$ cat config.mk
export PLATFORM = sky130hd
export DESIGN_NAME = output_argmax
export DESIGN_NICKNAME = d
export VERILOG_FILES = /design/src/rtl/argmax_pkg.sv /design/src/rtl/argmax_cmp_update.sv /design/src/rtl/output_argmax.sv
export SDC_FILE = /design/constraint.sdc
export NUM_CORES = 1
export LEC_CHECK = 0
export ABC_AREA = 1
export CORE_UTILIZATION = 53
export CTS_CLUSTER_SIZE = 40
export DETAILED_ROUTE_END_ITERATION = 7
export PLACE_DENSITY_LB_ADDON = 0.1
export SETUP_SLACK_MARGIN = 0.2
export SLEW_MARGIN = 20
export SYNTH_ARGS = -nofsm -noshare
export SYNTH_HDL_FRONTEND = slang
export SYNTH_SLANG_ARGS = --single-unit
$ cat constraint.sdc
create_clock -name clk -period 2.8 [get_ports clk]
set_clock_uncertainty 0.1 [all_clocks]
set_input_delay 0.28 -clock clk [delete_from_list [all_inputs] [get_ports clk]]
set_output_delay 0.28 -clock clk [all_outputs]
set_load 0.05 [all_outputs]
$ cat src/rtl/argmax_pkg.sv
// rtl/argmax_pkg.sv - shared constants and state encoding for output_argmax
package argmax_pkg;

  localparam int N_CLASSES_DEF = 10;
  localparam int DW_DEF        = 8;
  localparam int IDX_W_DEF     = 4;

  localparam logic signed [7:0] MIN_SCORE = -8'sd128;

  typedef enum logic [1:0] {
    IDLE = 2'd0,
    SCAN = 2'd1,
    DONE = 2'd2
  } state_t;

endpackage

$ cat src/rtl/argmax_cmp_update.sv
// rtl/argmax_cmp_update.sv - one-step running max update (second-best tracked under ARGMAX_MARGIN_EN)
module argmax_cmp_update
  import argmax_pkg::*;
#(
  parameter int DW    = DW_DEF,
  parameter int IDX_W = IDX_W_DEF
) (
`ifdef ARGMAX_MARGIN_EN
  input  logic signed [DW-1:0]    second_val,
  output logic signed [DW-1:0]    second_next,
`endif
  input  logic signed [DW-1:0]    cand,
  input  logic        [IDX_W-1:0] cnt,
  input  logic signed [DW-1:0]    best_val,
  input  logic        [IDX_W-1:0] best_idx,
  output logic signed [DW-1:0]    best_val_next,
  output logic        [IDX_W-1:0] best_idx_next
);

  // Strict compare keeps the lowest index on ties.
  always_comb begin
    best_val_next = best_val;
    best_idx_next = best_idx;
`ifdef ARGMAX_MARGIN_EN
    second_next   = second_val;
`endif
    if (cand > best_val) begin
      best_val_next = cand;
      best_idx_next = cnt;
`ifdef ARGMAX_MARGIN_EN
      second_next   = best_val;
`endif
    end
`ifdef ARGMAX_MARGIN_EN
    else if (cand > second_val) begin
      second_next = cand;
    end
`endif
  end

endmodule

$ cat src/rtl/output_argmax.sv
// rtl/output_argmax.sv - captures class scores, scans for the argmax, holds result until ack (margin output under ARGMAX_MARGIN_EN)
module output_argmax
  import argmax_pkg::*;
#(
  parameter int N_CLASSES = N_CLASSES_DEF,
  parameter int DW        = DW_DEF,
  parameter int IDX_W     = IDX_W_DEF
) (
  input  logic                      clk,
  input  logic                      rst,
  input  logic                      layer_ready,
  input  logic [0:N_CLASSES*DW-1]   layer_data,
  output logic                      received,
  output logic                      done,
  input  logic                      ack,
`ifdef ARGMAX_MARGIN_EN
  output logic [DW:0]               margin,
`endif
  output logic [IDX_W-1:0]          class_idx,
  output logic signed [DW-1:0]      max_val
);

  localparam logic [IDX_W-1:0] LAST_CNT = IDX_W'(N_CLASSES - 1);

  state_t                   state_q, state_d;
  logic [0:N_CLASSES*DW-1]  score_buf;
  logic [IDX_W-1:0]         cnt;
  logic signed [DW-1:0]     best_val, best_val_next;
  logic [IDX_W-1:0]         best_idx, best_idx_next;
  logic signed [DW-1:0]     cand;
  logic                     last_cnt;

  assign cand     = score_buf[DW*int'(cnt) +: DW];
  assign last_cnt = (cnt == LAST_CNT);

`ifdef ARGMAX_MARGIN_EN
  localparam logic [DW-1:0] MIN_VAL = {1'b1, {(DW-1){1'b0}}};
  logic signed [DW-1:0] second_val, second_next;
  logic        [DW:0]   margin_next;

  // best >= second always, so the sign-extended difference fits unsigned in DW+1 bits.
  assign margin_next = {best_val_next[DW-1], best_val_next} - {second_next[DW-1], second_next};
`endif

  argmax_cmp_update #(.DW(DW), .IDX_W(IDX_W)) u_cmp (
`ifdef ARGMAX_MARGIN_EN
    .second_val    (second_val),
    .second_next   (second_next),
`endif
    .cand          (cand),
    .cnt           (cnt),
    .best_val      (best_val),
    .best_idx      (best_idx),
    .best_val_next (best_val_next),
    .best_idx_next (best_idx_next)
  );

  always_ff @(posedge clk) begin
    if (rst) state_q <= IDLE;
    else     state_q <= state_d;
  end

  always_comb begin
    state_d = state_q;
    case (state_q)
      IDLE:    if (layer_ready) state_d = SCAN;
      SCAN:    if (last_cnt)    state_d = DONE;
      DONE:    if (ack)         state_d = IDLE;
      default: state_d = IDLE;
    endcase
  end

  always_ff @(posedge clk) begin
    if (rst) begin
      score_buf  <= '0;
      cnt        <= '0;
      best_val   <= '0;
      best_idx   <= '0;
      received   <= 1'b0;
      done       <= 1'b0;
      class_idx  <= '0;
      max_val    <= '0;
`ifdef ARGMAX_MARGIN_EN
      second_val <= '0;
      margin     <= '0;
`endif
    end else begin
      received <= 1'b0;
      case (state_q)
        IDLE: if (layer_ready) begin
          score_buf  <= layer_data;
          best_val   <= layer_data[0 +: DW];
          best_idx   <= '0;
          cnt        <= IDX_W'(1);
          received   <= 1'b1;
`ifdef ARGMAX_MARGIN_EN
          second_val <= MIN_VAL;
`endif
        end
        SCAN: begin
          best_val   <= best_val_next;
          best_idx   <= best_idx_next;
          cnt        <= cnt + 1'b1;
`ifdef ARGMAX_MARGIN_EN
          second_val <= second_next;
`endif
          if (last_cnt) begin
            class_idx <= best_idx_next;
            max_val   <= best_val_next;
            done      <= 1'b1;
`ifdef ARGMAX_MARGIN_EN
            margin    <= margin_next;
`endif
          end
        end
        DONE: if (ack) done <= 1'b0;
        default: ;
      endcase
    end
  end

endmodule

==> impl_results.md <==
- Status: finished, violations left
- Failing checks: setup timing
- Core area: 9770 sq um
- Post-layout nets: slightly above 1,000
- Row Count: 36
- Worst setup margin: -0.118 ns
- Area grow syn2layout: 40.7%
- Initial core utilization: 0.545
- CP startpoint kind: flop
- Share of layout cells above drive strength 1: 0.164
- Highest ir drop seen on vdd: around 0.00033 V
- Post-route cell area: 7490 sq um
- RePlAce Congestion: 0.860
- Hold path start: rst
- Sequential share of the synthesized area: 0.421
- GR Overflow Total: 0
- Rel. slew slack: 0.599
- Synth Area per Inst: approximately 6.6 sq um
- WL final: ~17,000 um
- Final hold vios: 0
- Worst-margin pin slew: 0.601 ns
- Synth warnings: 0
- Wire per inst: ~16 um
- Largest buffer count on any clock path: 2
- Port Buffers: 97
- Crit path DAT: 3.14 ns
- Die X: 102 um
- DRC: 0
- Met2 WL: 7610 um
- Clock sink total: 112
- TritonCTS clock tree: built
- Leak: between 3 and 4 nW
- RSZ-0062 raised after global routing: true
- # H-tree levels: 3
- Netlist cell types: 27
- CTS Root Cell: clkbuf_8
- Clk pin slew, worst setup/hold paths: about 0.11 ns
- Synth top area share: 0.421
- Fin cells: 1,052
- Flops & latches, synth: roughly 110
- Fmax: ~340 MHz
- Initial DRC count: roughly 380
- Worst-skew pair later-pin latency: 0.39 ns
- Fillers: about 760
- Max Cap Viol: 0
- Synth async-reset ratio: 0
- Crit Path Class: reg -> reg
- Main combinational cell family by area after synthesis: simple AND/OR/NAND/NOR gates
- Min cycle time layout: 2.92 ns
- CTS Buf Count: 9
- Synth Area in Adders: 0.0235
- Worst flop-to-flop path startpoint: cnt[0]
- Die Y: between 100 and 150 um
- Commonest non-fill, non-tap cell in the layout: nand2_1
- Slew Viols, Final: 0
- Met1 Wirelength: ~7100 um
- Final setup viols: 24
- Vias per cell: around 5.4
- Area leader, netlist: dfxtp_1
- Metal3 WL: approximately 1100 um
- Power density cells: approximately 630 nW/um^2
- Synthesized cell area: ~5300 sq um
- Endpoint type of the worst setup path: flop
- First-pass GRT wire length: about 25,000 um
- Worst endpoint required time: a little over 3 ns
- Dpl cell area: around 6400 sq um
- Max FO, Critical Path: 15
- Uppermost layer routed: met4
- Dpl hpwl: around 9600 um
- Gate Count Post-Synth: roughly 800
- Die area: 10,500 sq um
- Critical Path Source: cnt[0]
- Vias in the first global route: ~5,200
- Compound-Gate Fraction of Synth Area: 0.127
- Post-synth EDFFs: 0
- Placed cell count: roughly 1,000
- Largest net degree at the start of global routing: about 120
- Post-synthesis mux area share: 0
- Final hold slack: between 0.2 and 0.3 ns
- Net Count, Synth: 901
- Commonest non-fill, non-tap cells in the layout: nand2_1, dfxtp_1, nor2_1, clkdlybuf4s50_1, inv_1
- Final ANT Viol Nets: 0
- Xor and xnor area share after synthesis: 0.00164
- Tot GR Track Use: 0.318
- Hold/Removal Path Class: in -> reg
- Synth Area in Simple Gates: 0.328
- Diode count: 0
- Total number of vias: ~5,700
- Main synth FF type: dfxtp_1
- 1st-pass router iterations: 5
- IO Pins: between 90 and 100
- Tcrit/Tclk final: 1.04
- Initial antenna violation count: 0
- Synth top area cells: dfxtp_1, nand2_1, nor2_1
==> cell families after synthesis <==
group / Yosys count
AO/OA/AOI/OAI: 118
XOR/XNOR: 1
adder cells (fa/ha/maj): 10
buffers and inverters: 132
flip-flops: 112
AND/OR/NAND/NOR: 434
==> report_power, final <==
group	switching [mW]	leakage, nW	internal (mW)
Combinational	1.07	2.12	0.784
Clock	0.557	0.107	0.533
Sequential	0.0576	0.921	1.71
Total	1.68	3.15	3.03
==> final cells by class <==
class / instances / area (sq um) / share of cell area
inverter: 86 / 335 / 0.0447
sequential: 112 / 2250 / 0.300
clock inverter: 4 / 76.3 / 0.0102
timing repair buffer: 141 / 1520 / 0.203
clock buffer: 12 / 145 / 0.0194
multi-input combinational: 564 / 3000 / 0.401
tap: 133 / 166 / 0.0222
==> per-layer routing <==
layer	track usage	up-vias
met1	0.416	2569
met4	0.174	0
met5	0	-
met3	0.0431	56
met2	0.509	279
li1	-	2758
==> timing repair <==
item                                   in CTS  in global routing
buffers inserted                           22                  2
gates resized for setup                    79                 37
endpoints found under the hold margin       0                  0
pin swaps                                  38                 39
setup endpoints to repair                  24                 24
hold buffers                                0                  0
gates cloned                                5                  0
==> through the flow <==
| step | worst slack, ns | setup TNS [ns] | total power [mW] | utilization |
|---|---|---|---|---|
| floorplan | 0.230 | 0 | 2.58 | - |
| finish | -0.118 | -1.38 | 4.71 | 0.767 |
| global placement | 0.0731 | 0 | 2.90 | 0.657 |
| detailed placement | 0.0174 | 0 | 2.93 | 0.657 |
| global route | -0.196 | -3.25 | 4.92 | 0.767 |
| CTS | 0.159 | 0 | 4.47 | 0.747 |
==> path summary, 6_finish.rpt <==
kind	to	slack, ns	cells past startpoint
min	score_buf[16]	0.28	2
max reg2reg	best_val[2]	-0.12	21
min reg2reg	score_buf[76]	0.37	2
max	best_val[2]	-0.12	21
==> flip-flops by register name (all words and copies together) (netlist names) <==
register and count:
best_val 8, score_buf 80, state_q 2, class_idx 4, best_idx 4, done 1
received 1, cnt 4, max_val 8
==> critical path, stage by stage (launching register included) <==
cell	delay, ns
dfxtp_4	0.40
buf_6	0.15
buf_16	0.15
nor2_1	0.12
nor2_1	0.07
o21ai_1	0.09
nand3_1	0.11
nand3_2	0.09
nand2_2	0.07
ha_1	0.28
nand2_1	0.09
inv_1	0.07
nand2_1	0.07
nand2_1	0.05
nand2_2	0.11
nand2_2	0.08
nand2_4	0.10
buf_6	0.11
nand3_4	0.16
nand2_2	0.13
nand3_2	0.09
a21oi_2	0.15
==> synthesized netlist by cell type, types with 2 or more instances <==
library cell / count
inv_2: 4
nand3_1: 46
buf_4: 3
buf_1: 9
ha_1: 10
nor2_1: 109
inv_1: 81
nand4_1: 6
o21ai_1: 3
o21ai_0: 13
nor2_2: 4
dfxtp_1: 112
a211oi_1: 34
clkbuf_1: 21
buf_2: 13
nand2_1: 261
a21oi_1: 67
nand3_2: 2
No activity file was read; power rests on OpenSTA's default activity.
